## src/rtl/note_sequencer_if.sv

```systemverilog
// Note sequencer bus: control strobes, note-table lookup and player outputs.
// The slave modport is the sequencer; the master modport is whatever drives
// start/stop/tick and supplies the note table.
interface note_sequencer_if #(
    parameter int p_nnotes       = 8,
    parameter int p_period_nbits = 8,
    parameter int p_dur_nbits    = 8
);
    localparam int IDX_W = $clog2(p_nnotes);

    logic                      start;
    logic                      stop;
    logic                      tick;
    logic [IDX_W-1:0]          rom_idx;
    logic [p_period_nbits-1:0] rom_period;
    logic [p_dur_nbits-1:0]    rom_dur;
    logic [p_period_nbits-1:0] player_period;
    logic                      player_en;
    logic                      busy;
    logic                      done;

    modport slave (
        input  start, stop, tick, rom_period, rom_dur,
        output rom_idx, player_period, player_en, busy, done
    );

    modport master (
        output start, stop, tick, rom_period, rom_dur,
        input  rom_idx, player_period, player_en, busy, done
    );
endinterface

```

## src/rtl/note_sequencer.sv

```systemverilog
// Note sequencer: walks a combinational note table from index 0, feeds each
// note's half-period to the note player and times its duration in ticks.
// A zero duration marks end of song; a zero period is a rest (player off).
module note_sequencer #(
    parameter int p_nnotes       = 8,
    parameter int p_period_nbits = 8,
    parameter int p_dur_nbits    = 8
) (
    input  logic               clk,
    input  logic               rst,
    note_sequencer_if.slave    bus
);
    localparam int IDX_W = $clog2(p_nnotes);
    localparam logic [IDX_W-1:0]       LAST_IDX = IDX_W'(p_nnotes - 1);
    localparam logic [p_dur_nbits-1:0] DUR_ONE  = p_dur_nbits'(1);

    typedef enum logic [1:0] {
        ST_IDLE,
        ST_FETCH,
        ST_PLAY,
        ST_FINISH
    } state_t;

    state_t                    state_q;
    logic [IDX_W-1:0]          idx_q;
    logic [p_period_nbits-1:0] period_q;
    logic [p_dur_nbits-1:0]    dur_q;
    logic                      en_q;
    logic                      busy_q;
    logic                      done_q;

    // Sequencer FSM; every player-facing output is a register updated here.
    always_ff @(posedge clk or posedge rst) begin
        if (rst) begin
            state_q  <= ST_IDLE;
            idx_q    <= '0;
            period_q <= '0;
            dur_q    <= '0;
            en_q     <= 1'b0;
            busy_q   <= 1'b0;
            done_q   <= 1'b0;
        end else if (state_q != ST_IDLE && bus.stop) begin
            // Abort: back to idle without a completion pulse.
            state_q <= ST_IDLE;
            idx_q   <= '0;
            en_q    <= 1'b0;
            busy_q  <= 1'b0;
            done_q  <= 1'b0;
        end else begin
            case (state_q)
                ST_IDLE: begin
                    done_q <= 1'b0;
                    if (bus.start && !bus.stop) begin
                        state_q <= ST_FETCH;
                        busy_q  <= 1'b1;
                    end
                end
                ST_FETCH: begin
                    if (bus.rom_dur == '0) begin
                        // End-of-song marker: keep the last period untouched.
                        state_q <= ST_FINISH;
                        done_q  <= 1'b1;
                    end else begin
                        period_q <= bus.rom_period;
                        dur_q    <= bus.rom_dur;
                        en_q     <= (bus.rom_period != '0);
                        state_q  <= ST_PLAY;
                    end
                end
                ST_PLAY: begin
                    if (bus.tick) begin
                        dur_q <= dur_q - DUR_ONE;
                        if (dur_q == DUR_ONE) begin
                            en_q <= 1'b0;
                            if (idx_q == LAST_IDX) begin
                                // Table is full: the last slot always ends the song.
                                state_q <= ST_FINISH;
                                done_q  <= 1'b1;
                            end else begin
                                idx_q   <= idx_q + IDX_W'(1);
                                state_q <= ST_FETCH;
                            end
                        end
                    end
                end
                ST_FINISH: begin
                    done_q  <= 1'b0;
                    idx_q   <= '0;
                    busy_q  <= 1'b0;
                    state_q <= ST_IDLE;
                end
                default: begin
                    state_q <= ST_IDLE;
                    idx_q   <= '0;
                    en_q    <= 1'b0;
                    busy_q  <= 1'b0;
                    done_q  <= 1'b0;
                end
            endcase
        end
    end

    assign bus.rom_idx       = idx_q;
    assign bus.player_period = period_q;
    assign bus.player_en     = en_q;
    assign bus.busy          = busy_q;
    // A stop landing in FINISH must suppress the pulse in that same cycle.
    assign bus.done          = done_q & ~bus.stop;
endmodule

```

## src/flat_wrapper.sv

```systemverilog
// flat-port wrapper written by rule: the top's interface ports become plain ports
module note_sequencer_flat 
#(
    parameter int p_nnotes       = 8,
    parameter int p_period_nbits = 8,
    parameter int p_dur_nbits    = 8
)
  (clk, rst, bus_start, bus_stop, bus_tick, bus_rom_period, bus_rom_dur, bus_rom_idx, bus_player_period, bus_player_en, bus_busy, bus_done);
  note_sequencer_if #(.p_nnotes(p_nnotes), .p_period_nbits(p_period_nbits), .p_dur_nbits(p_dur_nbits)) bus_i ();
  input  logic clk;
  input  logic rst;
  input wire logic [$bits(bus_i.start)-1:0] bus_start;
  input wire logic [$bits(bus_i.stop)-1:0] bus_stop;
  input wire logic [$bits(bus_i.tick)-1:0] bus_tick;
  input wire logic [$bits(bus_i.rom_period)-1:0] bus_rom_period;
  input wire logic [$bits(bus_i.rom_dur)-1:0] bus_rom_dur;
  output wire logic [$bits(bus_i.rom_idx)-1:0] bus_rom_idx;
  output wire logic [$bits(bus_i.player_period)-1:0] bus_player_period;
  output wire logic [$bits(bus_i.player_en)-1:0] bus_player_en;
  output wire logic [$bits(bus_i.busy)-1:0] bus_busy;
  output wire logic [$bits(bus_i.done)-1:0] bus_done;
  assign bus_i.start = bus_start;
  assign bus_i.stop = bus_stop;
  assign bus_i.tick = bus_tick;
  assign bus_i.rom_period = bus_rom_period;
  assign bus_i.rom_dur = bus_rom_dur;
  assign bus_rom_idx = bus_i.rom_idx;
  assign bus_player_period = bus_i.player_period;
  assign bus_player_en = bus_i.player_en;
  assign bus_busy = bus_i.busy;
  assign bus_done = bus_i.done;
  note_sequencer #(.p_nnotes(p_nnotes), .p_period_nbits(p_period_nbits), .p_dur_nbits(p_dur_nbits)) u_core (.clk(clk), .rst(rst), .bus(bus_i));
endmodule
```

## config.mk

```make
export PLATFORM = sky130hd
export DESIGN_NAME = note_sequencer_flat
export DESIGN_NICKNAME = d
export VERILOG_FILES = /design/src/rtl/note_sequencer_if.sv /design/src/rtl/note_sequencer.sv /design/src/flat_wrapper.sv
export SDC_FILE = /design/constraint.sdc
export NUM_CORES = 1
export LEC_CHECK = 0
export BUFFER_PORTS_ARGS = -buffer_cell sky130_fd_sc_hd__buf_2
export CAP_MARGIN = 10
export CORE_UTILIZATION = 55
export CTS_BUF_LIST = sky130_fd_sc_hd__clkbuf_2
export DETAILED_ROUTE_END_ITERATION = 8
export GPL_ROUTABILITY_DRIVEN = 0
export PLACE_DENSITY_LB_ADDON = 0.3
export SLEW_MARGIN = 20
export SYNTH_ARGS = -nofsm -noshare
export SYNTH_HDL_FRONTEND = slang
export SYNTH_SLANG_ARGS = --single-unit
export TNS_END_PERCENT = 10
```

## constraint.sdc

```tcl
create_clock -name clk -period 2.3 [get_ports clk]
set_clock_uncertainty 0.15 [all_clocks]
set_input_delay 0.23 -clock clk [delete_from_list [all_inputs] [get_ports clk]]
set_output_delay 0.23 -clock clk [all_outputs]
set_load 0.05 [all_outputs]
```

==> impl_metrics.json <==
{
  "power_density_nw_per_um2": 1330,
  "drt-total-wl_um": 3800,
  "synth_edf_count": 0,
  "p_int_mw": 1.18,
  "fin_nets": 225,
  "seq_area_frac_synth_pct": 42.0,
  "use_met2_pct": 52.1,
  "die_w_um": 53.0,
  "io_pins": 35,
  "muxShareOfSynthArea_pct": 7.00,
  "worstPathRequired_ns": 2.40,
  "cp.arrival_ns": 2.24,
  "slew_headroom_pct": 63.8,
  "start_util_pct": 57.7,
  "yosys.area.top_type": "dfrtp_1",
  "cellLeakagePower_nw": 0.849,
  "cts_resized": 0,
  "p_comb_share_pct": 60.6,
  "synthSimpleGateAreaFrac_pct": 16.8,
  "critPathKind": "flop to flop",
  "finalSetupViolCount": 0,
  "p_switching_mw": 1.20,
  "ir_drop_uv": 1030,
  "cts_hold_buf": 9,
  "synth-compound-area-share_pct": 22.7,
  "cts_sinks": 24,
  "drt_pass1_iterations": 4,
  "synth_top_family_by_area": "compound AO/OA/AOI/OAI gates",
  "grt_pass1_vias": 1299,
  "min_period_ns": 2.14,
  "cts_buffers": 3,
  "cap_violations": 0,
  "cp_cell_sequence": "inv_1 -> ha_1 -> nand2b_1 -> o211ai_1 -> buf_4 -> o41a_1 -> o311ai_1",
  "cp-end-kind": "flop",
  "clk_pin_slew_ns": 0.22,
  "worstSetupStartpointType": "flop",
  "cts_buffer_depth": 2,
  "slowest_delay_ns": 0.48,
  "wl_per_cell_um": 17.0,
  "ant_nets": 0,
  "grt.total_usage_pct": 29.5,
  "busiest_layer": "met2",
  "fin_tns_setup_ns": 0,
  "cts_max_level": 1,
  "synth_nets": 175,
  "vias": 1424,
  "area_growth_pct": 24.5,
  "antenna_found_initial": 0,
  "yosysUniqueCellTypes": 42,
  "grt_first_pass_wirelength_um": 5890,
  "diodes": 0,
  "worst-path-buf-inv": 2,
  "drive_gt1_share_pct": 28.9,
  "post_cts_buffers": 0,
  "grt_setup_unrepaired": "no",
  "p_sw_share_pct": 50.4,
  "met3_usage_pct": 4.02,
  "syn_area_um2": 1430,
  "ys_ff_latch": 24,
  "synth-xor-area-share_pct": 0,
  "overflow": 0,
  "clk_latency_ns": 0.33,
  "numPortBuffers": 34,
  "crit_fanout": 11,
  "synth_most_common_cell": "dfrtp_1",
  "worstMarginPinSlew_ns": 0.538,
  "power.total_mw": 2.37,
  "rows": 18,
  "power.share.sequential_pct": 32.7,
  "async_flop_share_pct": 100,
  "synthFlopType": "dfrtp_1",
  "cp_top_family": "compound AO/OA/AOI/OAI gates",
  "fmax_ghz": 0.468,
  "root_buffer": "clkbuf_2",
  "synthAdderAreaFrac_pct": 7.00,
  "dieArea_um2": 2810,
  "first_iter_violations": 45,
  "dp_hpwl_um": 2710,
  "synth_cells": 146,
  "cp_slowest_cell": "dfrtp_1",
  "drv_slew": 0,
  "cts_tree": "built",
  "finalHoldViolations": 0,
  "grt_max_degree": 25,
  "outcome": "complete, no violations",
  "hold_path_class": "primary input to flop",
  "drc": 0,
  "core-area_um2": 2480,
  "vias_per_cell": 6.36,
  "use_met1_pct": 34.7,
  "min_period_over_period_pct": 92.9,
  "yosysWarnings": 0,
  "synth_largest_type_area_fraction_pct": 42.0,
  "netlist_top_cells_area": "dfrtp_1 42%, ha_1 7.0%, mux2_2 6.3%",
  "avgSynthCellArea_um2": 9.80,
  "die_h_um": 53.0,
  "clockPowerShare_pct": 6.7,
  "synthTopCellsByCount": "24 x dfrtp_1, 10 x inv_1, 9 x nor2_1"
}
[through the flow]
stage / std cells / hold slack, ns / setup slack [ns] / utilization [%] / instance area (um2)
2_1_floorplan: 146 / 0.0946 / 0.263 / - / 1430
3_3_place_gp: 212 / 0.134 / 0.321 / 67.6 / 1680
3_5_place_dp: 212 / 0.140 / 0.218 / 67.6 / 1680
4_1_cts: 224 / 0.0251 / 0.181 / 71.9 / 1780
5_1_grt: 224 / 0.0147 / 0.0524 / 71.9 / 1780
6_report: 224 / 0.0341 / 0.163 / 71.9 / 1780
[cell type report]
| cell class | count | area, um2 |
|---|---|---|
| Clock buffer | 3 | 15.0 |
| Inverter | 11 | 41.3 |
| Tap cell | 30 | 37.5 |
| Timing Repair Buffer | 51 | 320 |
| Multi-Input combinational cell | 105 | 766 |
| Sequential cell | 24 | 601 |
| Fill cell | 188 | 697 |
[worst paths after layout]
check	from	end	slack [ns]	depth (start not counted)
max reg2reg	u_core.state_q[0]	u_core.dur_q[2]	0.16	7
min	bus_stop	u_core.bus.busy	0.03	2
min in group asynchronous	rst	u_core.bus.player_en	0.32	4
max in group asynchronous	rst	u_core.bus.rom_idx[0]	1.45	4
max	u_core.state_q[0]	u_core.dur_q[2]	0.16	7
min reg2reg	u_core.bus.player_period[5]	u_core.bus.player_period[5]	0.38	1
[registers in the layout (all words and copies together) (netlist names)]
signal,count
u_core.bus.rom_idx,3
u_core.dur_q,8
u_core.state_q,2
u_core.bus.busy,1
u_core.done_q,1
u_core.bus.player_en,1
u_core.bus.player_period,8
[power groups by stage]
stage          clock [mW]  sequential, mW  combinational (mW)
3_5_place_dp            0           0.778                1.41
4_1_cts             0.158           0.770                1.43
6_report            0.159           0.777                1.44
5_1_grt             0.175           0.798                1.54
3_3_place_gp            0           0.761                1.35
2_1_floorplan           0            1.06               0.748
[layer usage]
metal / share of wire (%) / wire length [um] / vias to the layer above
met4: 2.8 / 106 / 0
li1: - / - / 649
met2: 52 / 1970 / 79
met5: 0 / 0 / -
met1: 38 / 1460 / 682
met3: 6.9 / 264 / 14
[layout by cell type (no fill, tap or decap), types with 4 or more instances in the layout]
master,count
buf_4,8
ha_1,8
dlygate4sd3_1,9
nor4_1,5
inv_1,10
buf_2,34
dfrtp_1,24
o21ai_0,8
o31ai_1,6
mux2_2,8
nor2b_1,5
nor2_1,9
a21oi_1,4
nand2_1,8
[kinds of logic after synthesis]
kind of cell,after synthesis
compound gates,45
simple gates,43
flops,24
buf+inv,17
mux,9
fa+ha+maj,8
Power figures use the tool's default switching activity.
